--- config.mk ---
export PLATFORM = sky130hd
export DESIGN_NAME = score_counter_bcd
export DESIGN_NICKNAME = d
export VERILOG_FILES = /design/src/rtl/score_counter_bcd.sv
export SDC_FILE = /design/constraint.sdc
export NUM_CORES = 1
export LEC_CHECK = 0
export ABC_AREA = 1
export CAP_MARGIN = 20
export CORE_MARGIN = 5
export CORE_UTILIZATION = 42
export DETAILED_ROUTE_END_ITERATION = 6
export PLACE_DENSITY = 0.75
export SKIP_CTS_REPAIR_TIMING = 1
export SYNTH_ARGS = -nofsm -noshare
export SYNTH_HDL_FRONTEND = slang
export SYNTH_SLANG_ARGS = --single-unit
--- constraint.sdc ---
create_clock -name clk -period 1.55 [get_ports clk]
set_clock_uncertainty 0.05 [all_clocks]
set_input_delay 0.155 -clock clk [delete_from_list [all_inputs] [get_ports clk]]
set_output_delay 0.155 -clock clk [all_outputs]
set_load 0.05 [all_outputs]
--- src/rtl/score_counter_bcd.sv ---
// Per-player BCD score keeper: edge-detected win counting, saturation at WIN_SCORE, 7-segment drive.
// Optional leading-zero blanking of the HEX displays when SCORE_BLANK_EN is defined.
//
// state | meaning
// ------+-------------------------------------------------
// PLAY  | game running, rising win edges add one point
// DONE  | score reached WIN_SCORE, increments ignored
module score_counter_bcd #(
   parameter int DIGITS    = 2,
   parameter int WIN_SCORE = 7
) (
   input  logic                  clk,
   input  logic                  reset,
   input  logic                  win,
   input  logic                  clear,
   output logic                  game_over,
   output logic [4*DIGITS-1:0]   score_bcd,
   output logic [7*DIGITS-1:0]   hex
);

   localparam int MAX_SCORE = (10 ** DIGITS) - 1;

   generate
      if (DIGITS < 1 || DIGITS > 4) begin : g_bad_digits
         $error("score_counter_bcd: DIGITS=%0d outside 1..4", DIGITS);
      end
      if (WIN_SCORE < 1 || WIN_SCORE > MAX_SCORE) begin : g_bad_win
         $error("score_counter_bcd: WIN_SCORE=%0d outside 1..%0d", WIN_SCORE, MAX_SCORE);
      end
   endgenerate

   function automatic logic [4*DIGITS-1:0] to_bcd(input int value);
      int v;
      v      = value;
      to_bcd = '0;
      for (int i = 0; i < DIGITS; i++) begin
         to_bcd[4*i +: 4] = 4'(v % 10);
         v = v / 10;
      end
   endfunction

   function automatic logic [6:0] seg7(input logic [3:0] d);
      case (d)
         4'd0:    seg7 = 7'b1000000;
         4'd1:    seg7 = 7'b1111001;
         4'd2:    seg7 = 7'b0100100;
         4'd3:    seg7 = 7'b0110000;
         4'd4:    seg7 = 7'b0011001;
         4'd5:    seg7 = 7'b0010010;
         4'd6:    seg7 = 7'b0000010;
         4'd7:    seg7 = 7'b1111000;
         4'd8:    seg7 = 7'b0000000;
         4'd9:    seg7 = 7'b0010000;
         default: seg7 = 7'b1111111;
      endcase
   endfunction

   localparam logic [4*DIGITS-1:0] WIN_BCD = to_bcd(WIN_SCORE);

   typedef enum logic {
      PLAY = 1'b0,
      DONE = 1'b1
   } state_t;

   state_t                state;
   state_t                state_next;
   logic [4*DIGITS-1:0]   score;
   logic [4*DIGITS-1:0]   score_next;
   logic [4*DIGITS-1:0]   score_inc;
   logic                  win_q;
   logic                  inc;
   logic                  carry;

   assign inc = win & ~win_q;

   // win_q tracks win even during clear so a win raised under clear is absorbed
   always_ff @(posedge clk or posedge reset) begin
      if (reset) begin
         state <= PLAY;
         score <= '0;
         win_q <= 1'b0;
      end else begin
         state <= state_next;
         score <= score_next;
         win_q <= win;
      end
   end

   always_comb begin
      score_inc = score;
      carry     = 1'b1;
      for (int i = 0; i < DIGITS; i++) begin
         if (carry) begin
            if (score[4*i +: 4] == 4'd9) begin
               score_inc[4*i +: 4] = 4'd0;
            end else begin
               score_inc[4*i +: 4] = score[4*i +: 4] + 4'd1;
               carry = 1'b0;
            end
         end
      end
   end

   always_comb begin
      state_next = state;
      score_next = score;
      if (clear) begin
         state_next = PLAY;
         score_next = '0;
      end else if (inc && state == PLAY) begin
         score_next = score_inc;
         if (score_inc == WIN_BCD) begin
            state_next = DONE;
         end
      end
   end

`ifdef SCORE_BLANK_EN
   logic higher_zero;
`endif

   always_comb begin
      game_over = (state == DONE);
      score_bcd = score;
      hex       = '1;
`ifdef SCORE_BLANK_EN
      higher_zero = 1'b1;
      for (int i = DIGITS - 1; i >= 0; i--) begin
         if (i > 0 && higher_zero && score[4*i +: 4] == 4'd0) begin
            hex[7*i +: 7] = 7'b1111111;
         end else begin
            hex[7*i +: 7] = seg7(score[4*i +: 4]);
         end
         higher_zero = higher_zero && (score[4*i +: 4] == 4'd0);
      end
`else
      for (int i = 0; i < DIGITS; i++) begin
         hex[7*i +: 7] = seg7(score[4*i +: 4]);
      end
`endif
   end

endmodule

## Word-level counts from Yosys, hierarchy flattened

Memories as Yosys holds them, arrays and structs flattened.
Index checks and enable logic that the tools add are counted.

| storage, ports and cells | value |
|---|---|
| register bits after elaboration | 10 |
| bits in read-only memories | 224 |
| input port bits | 4 |
| output and inout port bits | 23 |
| memories | 2 |

| cells by class | value |
|---|---|
| equality and inequality tests | 3 |
| bitwise logic cells | 3 |
| mux-type cells | 9 |
| add/sub/neg operators | 2 |
| reduce and logical (&&, ||, !) cells | 4 |

Memory list:

| memory | depth | bits a word | read ports | clocked after Yosys merged registers in | write ports | RTL line | text |
|---|---|---|---|---|---|---|---|
| (no name shown) | 16 | 7 | 1 | 0 | 0 | 43 | `case (d)` |
| (no name shown) | 16 | 7 | 1 | 0 | 0 | 43 |  |

Operator list:

| kind | count |
|---|---|
| 8-bit 2-to-1 mux | 2 |
| 4-bit 2-to-1 mux | 3 |
| 4-bit by 1-bit adder with 4-bit output (second input constant) | 2 |
| 4-bit == test (second input constant) | 2 |
| 8-bit by 3-bit == test with 1-bit output (second input constant) | 1 |
| 1-bit 2-to-1 mux | 4 |
| 2-bit nonzero test | 2 |
| 1-bit NOT | 2 |
| 2-bit AND reduction | 1 |
| 1-bit bitwise AND | 1 |
| 1-bit logical AND | 1 |

## Depth between registers and ports, before layout

Gate-level depths: netlist of the first run.

| logic depth | value |
|---|---|
| depth in word-level cells | 7 |
| gate-level depth with buffers | 10 |
| depth with buffers taken out | 10 |

## Least setup slack after synthesis of the first run

No wires, ideal clock.

| path | value |
|---|---|
| path kind | reg-to-output |
| start | reg score[5], in the netlist score_bcd[5] |
| end | out hex[10] |
| arrival | 2419 ps |
| stages on the path, launching flop included | 6 |
| path buffers | 0 |
| data required time | 1345 ps |
| setup slack | -1074 ps |
| path through | dfrtp_1 inv_1 ha_1 nand2_1 inv_1 o21ai_0 |

| between the ends | value |
|---|---|
| cells in the longest elaborated chain, start to end | 1 |

RTL lines:

| what | RTL line | text |
|---|---|---|
| start: declaration | 67 | `logic [4*DIGITS-1:0] score;` |
| start signal: assignment | 84 | `score <= score_next;` |
| memory 16 x 7 bit | - |  |
| end: declaration | 18 | `output logic [7*DIGITS-1:0] hex` |

Every way passes these cells.

## Final worst setup path of the first run

| path | value |
|---|---|
| start | reg score[1], in the netlist score_bcd[1] |
| end | reg state, in the netlist game_over |

| between the ends | value |
|---|---|
| cells in the longest elaborated chain, start to end | 6 |

RTL lines:

| what | RTL line | text |
|---|---|---|
| parallel branches: the longest is 3 deep, another holds 4-bit by 1-bit adder with 4-bit output | - |  |
| 8-bit by 3-bit == test with 1-bit output (*) | 112 | `if (score_inc == WIN_BCD) begin` |
| 2-bit nonzero test (no line) (*) | - |  |
| 2-bit AND reduction (no line) (*) | - |  |
| end signal: assignment | 83 | `state <= state_next;` |
| end: declaration | 65 | `state_t state;` |

Every way passes the cells marked *.
A chain may end at the register's enable or synchronous reset.

==> flow_summary.yaml, run 1 <==
power_and_ir_drop:
  powerDensity_mw_per_mm2: 401
  switching_share: 0.321
  pwr-share-comb: 0.287
  p_switching_w: 0.000238
  total_power_w: 0.000741
  clkPwrFrac: 0.343
  internal_power_w: 0.000503
  p_seq_frac: 0.370
  p_leak_nw: 0.821
  irDropWorstVdd_mv: 0.986
logic_synthesis:
  ys_seq_elements: 10
  synth_area_um2: 908
  ys_seq_area_frac: 0.275
  syn_area_per_cell_um2: 6.83
  syn-instance-count: 133
  ys_warn_count: 0
  yosysUniqueCellTypes: 20
  synth_nets: 148
floorplanning:
  rows: 16
  die_h_um: 56.5
  initial_utilization: 0.454
  num_io_pins: 27
  coreArea_mm2: 0.00200
  die-area_mm2: 0.00319
  die_w_um: 56.5
placed_design:
  gp_congestion: 0.919
  io_buffers: 26
  pre_cts_slack_ns: -0.0651
  dpl.hpwl_mm: 2.03
critical_path:
  path_cells: "inv_6 -> ha_4 -> nand3_4 -> nor2_4 -> nand2_1 -> nand2_1 -> nor2_2 -> nor2_1 -> nand2_1 -> a21oi_2"
  setup.worst_path.end_class: "flip-flop"
  cp.required_ns: 1.72
  slowest_stage: "dfrtp_4"
  critPathMaxFanout: 7
  critPathLaunchType: "flip-flop"
  slowest_delay_ns: 0.54
  cpMostUsedCell: "nand2_1"
  critPathArrivalTime_ns: 2.01
  crit_type: "flip-flop to flip-flop"
finish:
  syn_to_final_growth_pct: 104
  seq_area_um2: 262
  final_cell_mix: "nand2_1 (21), buf_12 (19), buf_4 (17)"
  nets: 196
  multi_input_area_um2: 813
  n_fill_cell: 69
  n_antenna_cell: 0
  drive_gt1_frac: 0.611
  final_common_cell: "nand2_1"
clock_tree:
  cts.sinks: 10
  cts_tree: "yes"
  cts_buffers: 3
  htree_levels: 1
  path_clk_slew_ns: 0.08
  clock_latency_ns: 0.28
  root_buffer: "clkbuf_4"
  cts_buffer_depth: 2
routing:
  via_per_inst: 5.93
  num_vias: 1227
  wl_per_cell_um: 18.6
  antenna_left: 0
  routed_wirelength_mm: 3.85
  drtIter0Drc: 47
  drc: 0
  drt_first_pass_iters: 4
sta:
  finalSetupViolations: 17
  worst_pin_slew_ns: 0.375
  hold_viol: 0
  slew_headroom: 0.749
  min_period_over_period: 1.19
  max_freq_mhz: 543
  tns_ns: -2.78
  rsz0062_at_grt: "yes"
  fin_crit_ns: 1.84
  finalWorstSetupSlack_ns: -0.291
  whs_ns: 0.105
  slew_viol_final: 0
global_route:
  grt-ovfl-total: 0
  grt_max_degree: 11
  grt_pass1_wl_mm: 4.55
  antenna_found_initial: 0
  grt_pass1_vias: 1011
  grt_usage: 0.173
job:
  cap_violations: 0
hold_path:
  hp-class: "primary input to async pin"
run_status:
  outcome: "finished, violations left"
  violations: "negative setup slack"
[power groups by stage]
stage                     combinational [W]  sequential (W)  clock [W]
after floorplan                   0.0000930        0.000288          0
after detailed placement           0.000188        0.000279          0
after global placement             0.000185        0.000278          0
after global routing               0.000224        0.000276   0.000279
final                              0.000212        0.000275   0.000254
after CTS                          0.000189        0.000273   0.000243
[worst max-delay path, delay by kind of cell, from the launching register on]
kind / cells / cell delay (ns)
compound gates: 1 / 0.12
fa+ha+maj: 1 / 0.17
buf+inv: 1 / 0.11
flops: 1 / 0.54
simple gates: 7 / 0.79
[flip-flops by register name (all words and copies together), names as in the netlist]
signal,count
game_over,1
score_bcd,8
win_q,1
[synth_stat cells (all sizes together)]
| cell type | count | share of area |
|---|---|---|
| o21ai | 25 | 0.14 |
| nand2 | 31 | 0.13 |
| a21boi | 1 | 0.0083 |
| inv | 20 | 0.083 |
| nor2 | 13 | 0.059 |
| dfrtp | 10 | 0.28 |
| nand3 | 10 | 0.074 |
| buf | 2 | 0.011 |
| nand4 | 1 | 0.0069 |
| clkinv | 2 | 0.011 |
| o22ai | 4 | 0.028 |
| a21oi | 3 | 0.021 |
| ha | 11 | 0.15 |
[per-layer routing]
layer | vias to the layer above | global-route usage | share of wire
li1 | 526 | - | -
met1 | 599 | 0.211 | 0.36
met2 | 77 | 0.305 | 0.53
met3 | 25 | 0.0459 | 0.068
met4 | 0 | 0.0305 | 0.049
met5 | - | 0 | 0
[path summary, 6_finish.rpt]
check / start / to / slack, ns / depth (start not counted)
max in group asynchronous: reset / score_bcd[1] / 1.04 / 2
worst max register to register: score_bcd[1] / game_over / -0.29 / 10
min in group clk: win / win_q / 0.30 / 1
worst min register to register: game_over / game_over / 0.57 / 2
worst min-delay path: reset / game_over / 0.10 / 2
worst max-delay path: score_bcd[1] / game_over / -0.29 / 10
[cell families after synthesis]
kind of cell | count (synthesis) | share of synthesized area
fa+ha+maj | 11 | 0.152
buf+inv | 24 | 0.105
compound gates | 33 | 0.194
simple gates | 55 | 0.274
flops | 10 | 0.275
[stage by stage]
step / utilization / std cells / cell area [um^2]
2_1_floorplan: - / 133 / 1060
3_3_place_gp: 0.789 / 193 / 1580
3_5_place_dp: 0.789 / 193 / 1580
4_1_cts: 0.807 / 197 / 1620
5_1_grt: 0.924 / 207 / 1850
6_report: 0.924 / 207 / 1850
[area by class of cell]
cell class / count / area share
tap: 27 / 0.0183
inverter: 22 / 0.0521
multi-input combinational: 99 / 0.439
clock buffer: 4 / 0.0196
sequential: 10 / 0.141
timing repair buffer: 45 / 0.329
Note: power is estimated with default switching activity, not from simulation.
==> run 2, diff against run 1 <==
CTS_CLUSTER_SIZE = 16   (was not set)
MAX_ROUTING_LAYER = met4   (was not set)
==> flow_summary.yaml, run 2 (same netlist as run 1, synthesis figures left out) <==
placed_design:
  io_buffers: 26
  dpl.hpwl_mm: 2.03
  gp_congestion: 0.935
  place_area_mm2: 0.00158
  dpl.cell_count: 193
sta:
  finalWorstSetupSlack_ns: -0.290
  hold_viol: 0
  whs_ns: 0.0997
  slew_viol_final: 0
  slew_headroom: 0.749
  worst_pin_slew_ns: 0.376
  tns_ns: -2.83
  fin_crit_ns: 1.84
  rsz0062_at_grt: "yes"
  max_freq_mhz: 543
  finalSetupViolations: 17
  min_period_over_period: 1.19
hold_path:
  hp-class: "primary input to async pin"
routing:
  drc: 0
  via_per_inst: 5.90
  num_vias: 1222
  drt_first_pass_iters: 4
  drtIter0Drc: 37
  routed_wirelength_mm: 3.90
  antenna_left: 0
  wl_per_cell_um: 18.8
critical_path:
  crit_type: "flip-flop to flip-flop"
  cp.required_ns: 1.72
  cpMostUsedCell: "nand2_1"
  crit_family: "simple AND/OR/NAND/NOR gates"
  critPathBufInv: 1
  setup.worst_path.end_class: "flip-flop"
  critPathMaxFanout: 7
  path_cells: "inv_6 -> ha_4 -> nand3_4 -> nor2_4 -> nand2_1 -> nand2_1 -> nor2_2 -> nor2_1 -> nand2_1 -> a21oi_2"
  slowest_stage: "dfrtp_4"
  critPathLaunchType: "flip-flop"
  critPathArrivalTime_ns: 2.01
  slowest_delay_ns: 0.54
clock_tree:
  clock_latency_ns: 0.28
  path_clk_slew_ns: 0.08
  cts_tree: "yes"
  cts_buffer_depth: 2
  cts_buffers: 3
  htree_levels: 1
  cts.sinks: 10
  root_buffer: "clkbuf_4"
finish:
  drive_gt1_frac: 0.611
  final_cells: 207
  n_antenna_cell: 0
  final_common_cell: "nand2_1"
  largest_reg_flops: 8
  fin_area_mm2: 0.00185
  finalCoreUtilization: 0.924
  syn_to_final_growth_pct: 104
  final_cell_mix: "nand2_1 (21), buf_12 (19), buf_4 (17)"
  nets: 196
global_route:
  grt_usage: 0.178
  grt-ovfl-total: 0
  grt_max_degree: 11
  grt_pass1_wl_mm: 4.55
  antenna_found_initial: 0
  grt_pass1_vias: 1012
floorplanning:
  num_io_pins: 27
  coreArea_mm2: 0.00200
  rows: 16
  die_w_um: 56.5
  die-area_mm2: 0.00319
  die_h_um: 56.5
  initial_utilization: 0.454
power_and_ir_drop:
  p_leak_nw: 0.821
  irDropWorstVdd_mv: 0.988
  powerDensity_mw_per_mm2: 402
run_status:
  outcome: "finished, violations left"
  violations: "negative setup slack"
job:
  cap_violations: 0
run 2: cell counts in the layout (fill, tap and decap cells not counted):
Identical to the previous run, type by type.
run 2: where the power goes:
part | switching [W] | total (W) | leakage [nW] | internal, W
clock network | 0.000113 | 0.000256 | 0.0210 | 0.000143
logic | 0.000119 | 0.000213 | 0.675 | 0.0000949
registers | 0.00000915 | 0.000275 | 0.125 | 0.000266
run 2: per-stage QoR:
step                setup slack [ns]  power (W)
finish                        -0.290   0.000744
detailed placement           -0.0651   0.000466
CTS                           -0.365   0.000705
global placement              0.0239   0.000463
floorplan                    -0.0885   0.000381
global route                  -0.392   0.000779
run 2: area by class of cell:
class,count,area [um^2]
inverter,22,96.3
timing repair buffer,45,609
sequential,10,262
fill,69,151
multi-input combinational,99,813
tap,27,33.8
clock buffer,4,36.3
run 2: worst register-to-register path: cells and delay by family (launching register included):
kind | cells | cell delay [ns]
and+or+nand+nor | 7 | 0.78
adders and majority gates | 1 | 0.17
DFF | 1 | 0.54
buffers and inverters | 1 | 0.11
AOI/OAI and AO/OA | 1 | 0.12
run 2: final timing paths:
kind | start | to | slack [ns] | cells past startpoint
worst max-delay path | score_bcd[1] | game_over | -0.29 | 10
worst min-delay path | reset | game_over | 0.1 | 2
worst max register to register | score_bcd[1] | game_over | -0.29 | 10
worst min register to register | game_over | game_over | 0.57 | 2
max in group asynchronous | reset | score_bcd[1] | 1.05 | 2
min in group clk | win | win_q | 0.29 | 1
run 2: layer usage:
layer,wire (um),up-vias,GRT usage,part of all wire
met5,0,-,-,0
met4,195,0,0.0305,0.050
met3,280,30,0.0413,0.072
met2,2020,85,0.305,0.52
met1,1400,581,0.214,0.36
li1,-,526,-,-
==> run 3, diff against run 2 <==
CTS_CLUSTER_DIAMETER = 100   (was not set)
==> results of run 3 <==
No change in the layout: final DEF, timing and power equal those of run 2.
